### config.mk
export PLATFORM = sky130hd
export DESIGN_NAME = multi_pattern_ids
export DESIGN_NICKNAME = d
export VERILOG_FILES = /design/src/rtl/multi_pattern_ids.sv
export SDC_FILE = /design/constraint.sdc
export NUM_CORES = 2
export LEC_CHECK = 0
export CAP_MARGIN = 25
export CORE_UTILIZATION = 45
export CTS_CLUSTER_DIAMETER = 120
export DETAILED_ROUTE_END_ITERATION = 12
export PLACE_DENSITY = 0.71
export SYNTH_ARGS = -nofsm -noshare
export SYNTH_HDL_FRONTEND = slang
export SYNTH_SLANG_ARGS = --single-unit
### constraint.sdc
create_clock -name clk -period 3.78 [get_ports clk]
set_input_delay 1.134 -clock clk [delete_from_list [all_inputs] [get_ports clk]]
set_output_delay 1.134 -clock clk [all_outputs]
set_load 0.01 [all_outputs]
### src/rtl/multi_pattern_ids.sv
`default_nettype none
// ---------------------------------------------------------------------------
// multi_pattern_ids : pass-through packet stream with per-channel masked
//                     7-byte pattern matching and saturating hit counters
// Revision 1.0
// ---------------------------------------------------------------------------
module multi_pattern_ids #(
  parameter int DATA_WIDTH      = 64,
  parameter int CTRL_WIDTH      = DATA_WIDTH/8,
  parameter int NUM_PATTERNS    = 4,
  parameter int HDR_WORDS       = 3,
  parameter int FIFO_DEPTH_BITS = 2
) (
  input  logic                         clk,
  input  logic                         reset,
  input  logic [DATA_WIDTH-1:0]        in_data,
  input  logic [CTRL_WIDTH-1:0]        in_ctrl,
  input  logic                         in_wr,
  output logic                         in_rdy,
  output logic [DATA_WIDTH-1:0]        out_data,
  output logic [CTRL_WIDTH-1:0]        out_ctrl,
  output logic                         out_wr,
  input  logic                         out_rdy,
  input  logic [64*NUM_PATTERNS-1:0]   patterns,
  input  logic [NUM_PATTERNS-1:0]      chan_en,
  input  logic                         clear_counters,
  output logic [32*NUM_PATTERNS-1:0]   match_counts,
  output logic [NUM_PATTERNS-1:0]      match_vec,
  output logic                         match_valid
);

  localparam int FIFO_DEPTH = 1 << FIFO_DEPTH_BITS;
  localparam logic [FIFO_DEPTH_BITS:0] FULL_LVL        = (FIFO_DEPTH_BITS+1)'(FIFO_DEPTH);
  localparam logic [FIFO_DEPTH_BITS:0] NEARLY_FULL_LVL = (FIFO_DEPTH_BITS+1)'(FIFO_DEPTH - 1);
  localparam logic [2:0]               HDR_LAST        = 3'(HDR_WORDS);

  typedef enum logic [1:0] {
    START   = 2'd0,
    HEADER  = 2'd1,
    PAYLOAD = 2'd2
  } state_e;

  // Input FIFO
  logic [CTRL_WIDTH+DATA_WIDTH-1:0] mem_q [FIFO_DEPTH];
  logic [FIFO_DEPTH_BITS-1:0] wr_ptr_q, wr_ptr_d, rd_ptr_q, rd_ptr_d;
  logic [FIFO_DEPTH_BITS:0]   count_q, count_d;
  logic                       push, pop;
  logic [DATA_WIDTH-1:0]      head_data;
  logic [CTRL_WIDTH-1:0]      head_ctrl;

  assign push   = in_wr && (count_q != FULL_LVL);
  assign pop    = (count_q != '0) && out_rdy;
  assign in_rdy = (count_q < NEARLY_FULL_LVL);
  assign {head_ctrl, head_data} = mem_q[rd_ptr_q];

  always_ff @(posedge clk) begin
    if (push) mem_q[wr_ptr_q] <= {in_ctrl, in_data};
  end

  // Parser / matcher state
  state_e                    state_q, state_d;
  logic [2:0]                hdr_cnt_q, hdr_cnt_d;
  logic [DATA_WIDTH-1:0]     prev_q, prev_d;
  logic                      prev_valid_q, prev_valid_d;
  logic [NUM_PATTERNS-1:0]   sticky_q, sticky_d;
  logic [NUM_PATTERNS-1:0]   match_vec_q, match_vec_d;
  logic                      match_valid_q, match_valid_d;
  logic                      out_wr_q, out_wr_d;
  logic [DATA_WIDTH-1:0]     out_data_q, out_data_d;
  logic [CTRL_WIDTH-1:0]     out_ctrl_q, out_ctrl_d;
  logic [NUM_PATTERNS-1:0]   hit;
  logic [2*DATA_WIDTH-1:0]   window;

  assign window = {prev_q, head_data};

  generate
    for (genvar i = 0; i < NUM_PATTERNS; i++) begin : g_chan
      logic [63:0] pat;
      logic        unused_pat_bit7;
      logic        win_hit;
      logic [31:0] cnt_q, cnt_d;

      assign pat             = patterns[64*i +: 64];
      assign unused_pat_bit7 = pat[7];

      // Offsets 2..7 reach back into prev_q, so they need a payload predecessor.
      always_comb begin
        win_hit = 1'b0;
        for (int off = 2; off < 10; off++) begin
          logic ok;
          ok = (off >= 8) || prev_valid_q;
          for (int j = 0; j < 7; j++) begin
            if (pat[6-j] && (window[127 - 8*(off+j) -: 8] != pat[63 - 8*j -: 8])) ok = 1'b0;
          end
          if (ok) win_hit = 1'b1;
        end
      end

      assign hit[i] = win_hit && (pat[6:0] != 7'd0) && chan_en[i];

      always_comb begin
        cnt_d = cnt_q;
        if (clear_counters) cnt_d = '0;
        else if (match_valid_q && match_vec_q[i] && (cnt_q != 32'hFFFF_FFFF)) cnt_d = cnt_q + 32'd1;
      end

      always_ff @(posedge clk) begin
        if (reset) cnt_q <= '0;
        else       cnt_q <= cnt_d;
      end

      assign match_counts[32*i +: 32] = cnt_q;
    end
  endgenerate

  always_comb begin
    wr_ptr_d      = push ? wr_ptr_q + 1'b1 : wr_ptr_q;
    rd_ptr_d      = pop  ? rd_ptr_q + 1'b1 : rd_ptr_q;
    count_d       = count_q;
    case ({push, pop})
      2'b10:   count_d = count_q + 1'b1;
      2'b01:   count_d = count_q - 1'b1;
      default: count_d = count_q;
    endcase
    state_d       = state_q;
    hdr_cnt_d     = hdr_cnt_q;
    prev_d        = prev_q;
    prev_valid_d  = prev_valid_q;
    sticky_d      = sticky_q;
    match_vec_d   = match_vec_q;
    match_valid_d = 1'b0;
    out_wr_d      = pop;
    out_data_d    = pop ? head_data : out_data_q;
    out_ctrl_d    = pop ? head_ctrl : out_ctrl_q;
    if (pop) begin
      unique case (state_q)
        START: begin
          if (head_ctrl != '0) begin
            state_d      = HEADER;
            hdr_cnt_d    = '0;
            sticky_d     = '0;
            prev_valid_d = 1'b0;
          end
        end
        HEADER: begin
          if (head_ctrl == '0) begin
            hdr_cnt_d = hdr_cnt_q + 3'd1;
            if (hdr_cnt_d == HDR_LAST) state_d = PAYLOAD;
          end
        end
        PAYLOAD: begin
          sticky_d = sticky_q | hit;
          if (head_ctrl == '0) begin
            prev_d       = head_data;
            prev_valid_d = 1'b1;
          end else begin
            state_d       = START;
            prev_valid_d  = 1'b0;
            match_valid_d = 1'b1;
            match_vec_d   = sticky_q | hit;
          end
        end
        default: state_d = START;
      endcase
    end
  end

  always_ff @(posedge clk) begin
    if (reset) begin
      wr_ptr_q      <= '0;
      rd_ptr_q      <= '0;
      count_q       <= '0;
      state_q       <= START;
      hdr_cnt_q     <= '0;
      prev_q        <= '0;
      prev_valid_q  <= 1'b0;
      sticky_q      <= '0;
      match_vec_q   <= '0;
      match_valid_q <= 1'b0;
      out_wr_q      <= 1'b0;
      out_data_q    <= '0;
      out_ctrl_q    <= '0;
    end else begin
      wr_ptr_q      <= wr_ptr_d;
      rd_ptr_q      <= rd_ptr_d;
      count_q       <= count_d;
      state_q       <= state_d;
      hdr_cnt_q     <= hdr_cnt_d;
      prev_q        <= prev_d;
      prev_valid_q  <= prev_valid_d;
      sticky_q      <= sticky_d;
      match_vec_q   <= match_vec_d;
      match_valid_q <= match_valid_d;
      out_wr_q      <= out_wr_d;
      out_data_q    <= out_data_d;
      out_ctrl_q    <= out_ctrl_d;
    end
  end

  assign out_wr      = out_wr_q;
  assign out_data    = out_data_q;
  assign out_ctrl    = out_ctrl_q;
  assign match_vec   = match_vec_q;
  assign match_valid = match_valid_q;

endmodule
`default_nettype wire

-- After elaboration in Yosys (flattened, before gate mapping)
Memory sizes are Yosys's and may differ from the RTL's. A register that Yosys moved wholly into a read port is not among the register bits.
Index checks and enable logic that the tools add are counted.
- bitwise gates (word level): 4
- reduce and logical (&&, ||, !) cells: 260
- equality and inequality tests: 238
- $add $sub $neg: 9
- order comparisons: 1
- mux-type cells: 275
- operators with widths (operator ; number):
    8-bit != test ; 224
    1-bit 2-to-1 mux ; 261
    1-bit logical AND ; 242
    32-bit by 1-bit adder with 32-bit output, second input constant ; 4
    32-bit != test, second input constant ; 4
    7-bit nonzero test ; 4
    2-bit 2-to-1 mux ; 6
    3-bit one-hot mux with 2 select lines ; 2
    3-bit AND reduction ; 3
    8-bit zero test ; 1
    2-bit != test, second input constant ; 4
    4-bit one-hot mux with 2 select lines ; 1
    8-bit nonzero test ; 1
    3-bit by 1-bit adder with 3-bit output, second input constant ; 2
    3-bit 2-to-1 mux ; 2
    2-bit one-hot mux with 3 select lines ; 1
    2-bit nonzero test ; 3
    5-bit AND reduction ; 1
    2-bit by 1-bit adder with 2-bit output, second input constant ; 2
    2-bit by 1-bit == test with 1-bit output, second input constant ; 2
    2-bit == test, second input constant ; 2
    4-bit 2-to-1 mux ; 1
    4-bit bitwise OR ; 1
    4-bit AND reduction ; 1
    10 further kinds ; 12
- bits of input ports: 337
- memory bits (writable): 288
- word-level logic and storage cells: 805
- memories: 1
- flip-flop bits (word level): 271
- memory list (name ; depth ; bits a word ; rd ports ; clocked after memory_dff ; write ports ; line ; text):
    mem_q ; 4 ; 72 ; 1 ; 1 ; 1 ; 44 ; logic [CTRL_WIDTH+DATA_WIDTH-1:0] mem_q [FIFO_DEPTH];

-- Depth between registers and ports, before layout
- word-level depth: 21
- gate-level depth with buffers: 14
- depth with buffers taken out: 10

-- Least setup slack after synthesis
Ideal clock, no wire load.
- path kind: input to register
- start: input in_wr
- end: memory mem_q[1][0] in the netlist's numbering, enable pin
- data required time: 3.342 ns
- data arrival time: 3.287 ns
- stages on the path: 3
- setup time: 0.438 ns
- path slack: 0.055 ns
- path through: inv_1 a31oi_1 and2_1
- cells in the longest elaborated chain, start to end: 3
- RTL lines (what ; line ; text):
    from (decl) ; 18 ; input logic in_wr,
    1-bit logical AND ; 51 ; assign push = in_wr && (count_q != FULL_LVL);
    1-bit 2-to-1 mux ; 57 ; if (push) mem_q[wr_ptr_q] <= {in_ctrl, in_data};
    1-bit 2-to-1 mux (not written as such) ; 57 ;
    to (decl) ; 44 ;
Every way passes these cells.

==> results.json <==
{
  "critPathMaxFanout": 10,
  "rows": 114,
  "post-route-period-util": 0.990,
  "drt_iter0_drc": 5632,
  "rsz0062_at_grt": "no",
  "core_area_sq_um": 96600,
  "clockRootBuffer": "clkbuf_16",
  "vias": 40800,
  "ys_types": 62,
  "required_ns": 4.39,
  "synth_fp_nets": 5096,
  "grt_overflow": 0,
  "status": "finished, final reports clean",
  "syn2layout_area_growth_pct": 26.8,
  "fin_worst_skew_ns": 0.0443,
  "final_cell_mix": "1721 x xnor2_1, 547 x buf_4, 538 x clkdlybuf4s50_1",
  "leakagePower_nw": 16.8,
  "hpwl_um": 142000,
  "clock_latency_ns": 0.70,
  "end_kind": "flop",
  "final_area_sq_um": 55500,
  "portBuffers": 539,
  "cts_max_path_buffers": 3,
  "powerDensity_nw_per_um2": 542,
  "start_util": 0.453,
  "ys_ff_latch": 561,
  "ys_seq_area_frac": 0.322,
  "die_height_um": 314,
  "grt_pass1_wl_um": 273000,
  "synthTopCellsByArea": "xnor2_1 34%, edfxtp_1 20%, dfxtp_1 12%",
  "setup_viol": 0,
  "first_pass_iters": 6,
  "die_area_sq_um": 98500,
  "finalWirelength_um": 194000,
  "antenna_left": 0,
  "antenna_found_initial": 38,
  "synthesis.instances": 4747,
  "hold_path.class": "reg2reg",
  "syn_area_sq_um": 43800,
  "grt_max_degree": 77,
  "tritoncts": "built",
  "grt_pass1_vias": 38500,
  "ctsHoldBuffers": 0,
  "ys.warnings.count": 0,
  "synth_top_area_cell": "xnor2_1",
  "hold_violations": 0,
  "nets": 5754,
  "maxSlewViolCount": 0,
  "tns_ns": 0,
  "fmax_ghz": 0.267,
  "period_minus_slack_ns": 3.74,
  "synth_ff_type": "edfxtp_1",
  "critical_path_class": "reg2reg",
  "clock-sinks": 561,
  "synth_enable_flop_cells": 288,
  "via_per_inst": 6.03,
  "clk_pin_slew_worst_paths_ns": 0.07,
  "peakVddDrop_mv": 0.426,
  "worstSetupStartpointType": "flop",
  "cp.arrival_ns": 4.36,
  "avgSynthCellArea_sq_um": 9.22,
  "async_reset_ff_frac": 0,
  "mostFrequentLayoutCell": "xnor2_1",
  "drive_above_1_share": 0.146,
  "place_congestion": 1.07,
  "max_slew_margin": 0.361,
  "timing.hold.ws_ns": 0.453,
  "grt_use_total": 0.379,
  "dieWidth_um": 314,
  "dpl-instance-area_sq_um": 53200,
  "io-pin-count": 544,
  "drv_cap": 0,
  "yosysTopAreaCellShare": 0.344,
  "detail_route.wl_per_cell_um": 28.7,
  "cts_buffers": 61,
  "htreeDepth": 2,
  "tightest_slew_ns": 0.959,
  "drcViolationCount": 0
}
worst paths after layout:
path	startpoint	to	slack, ns	depth (start not counted)
worst max register to register	flop	match_vec[0]	0.04	13
worst min register to register	out_data[58]	out_data[58]	0.45	2
worst max-delay path	flop	match_vec[0]	0.04	13
worst min-delay path	out_data[58]	out_data[58]	0.45	2
where the power goes:
part,switching (mW),internal [mW]
clock,2.70,3.43
combinational,9.75,6.93
sequential,0.267,7.00
total,12.7,17.4
cell type report:
class / instances / area [sq um]
multi-input cells: 3629 / 27100
clock buffers: 75 / 1650
fillers: 8313 / 41100
inverters: 21 / 78.8
repair buffers: 1131 / 10400
diodes: 23 / 57.6
clock inverters: 41 / 434
well taps: 1276 / 1600
flip-flops and latches: 561 / 14100
worst max-delay path: stages (launching register included):
cell	delay, ns
dfxtp_4	0.48
buf_4	0.26
mux4_2	0.71
buf_4	0.26
xnor2_1	0.14
nand4_1	0.10
o21ai_0	0.30
buf_4	0.18
nand4_1	0.14
nor3_1	0.30
nor3_1	0.14
a211oi_2	0.35
buf_4	0.18
o21a_1	0.11
flip-flops by register name (all words and copies together), names as in the netlist, 3 cells and up, named ones only:
name	cells
mem_q	288
g_chan.cnt_q	128
out_data	64
prev_q	48
out_ctrl	8
match_vec	4
sticky_q	4
count_q	3
hdr_cnt_q	3
Yosys cell counts (77+ instances only):
library cell  count
a21oi_1         162
buf_1           166
buf_2           135
clkbuf_1        175
dfxtp_1         273
edfxtp_1        288
nand2_1         327
nand3_1          77
nand4_1         473
nor2_1          158
o21ai_0         229
xnor2_1        1721
xor2_1          187
stage by stage:
step	setup slack [ns]	instances	power (mW)	utilization
floorplan	0.0554	4747	17.8	-
global placement	-0.379	6607	23.2	0.551
detailed placement	-0.439	6607	23.4	0.551
CTS	0.0386	6723	29.6	0.573
global route	0.00628	6745	30.9	0.574
finish	0.0361	6757	30.1	0.575
repair_timing:
action,in CTS,in global routing
gates resized for setup,3,4
setup endpoints to repair,2,5
buffers inserted,0,11
cell families (layout without fill, tap and decap cells):
logic type                 Yosys count  in the layout  synth area share
adders and majority gates           12             12           0.00360
other                                0             23                 0
muxes                               81             81            0.0393
and+or+nand+nor                   1195           1195             0.142
AOI/OAI and AO/OA                  433            433            0.0526
DFF                                561            561             0.322
xor gates and xnor gates          1908           1908             0.382
buffers and inverters              557           1268            0.0586
routing by layer:
metal / vias to the layer above / share of wire / GRT usage
met3: 723 / 0.12 / 0.113
li1: 17400 / - / -
met5: - / 0.0015 / 0
met1: 19700 / 0.38 / 0.488
met4: 44 / 0.061 / 0.205
met2: 2863 / 0.43 / 0.569
Power figures use the tool's default switching activity.
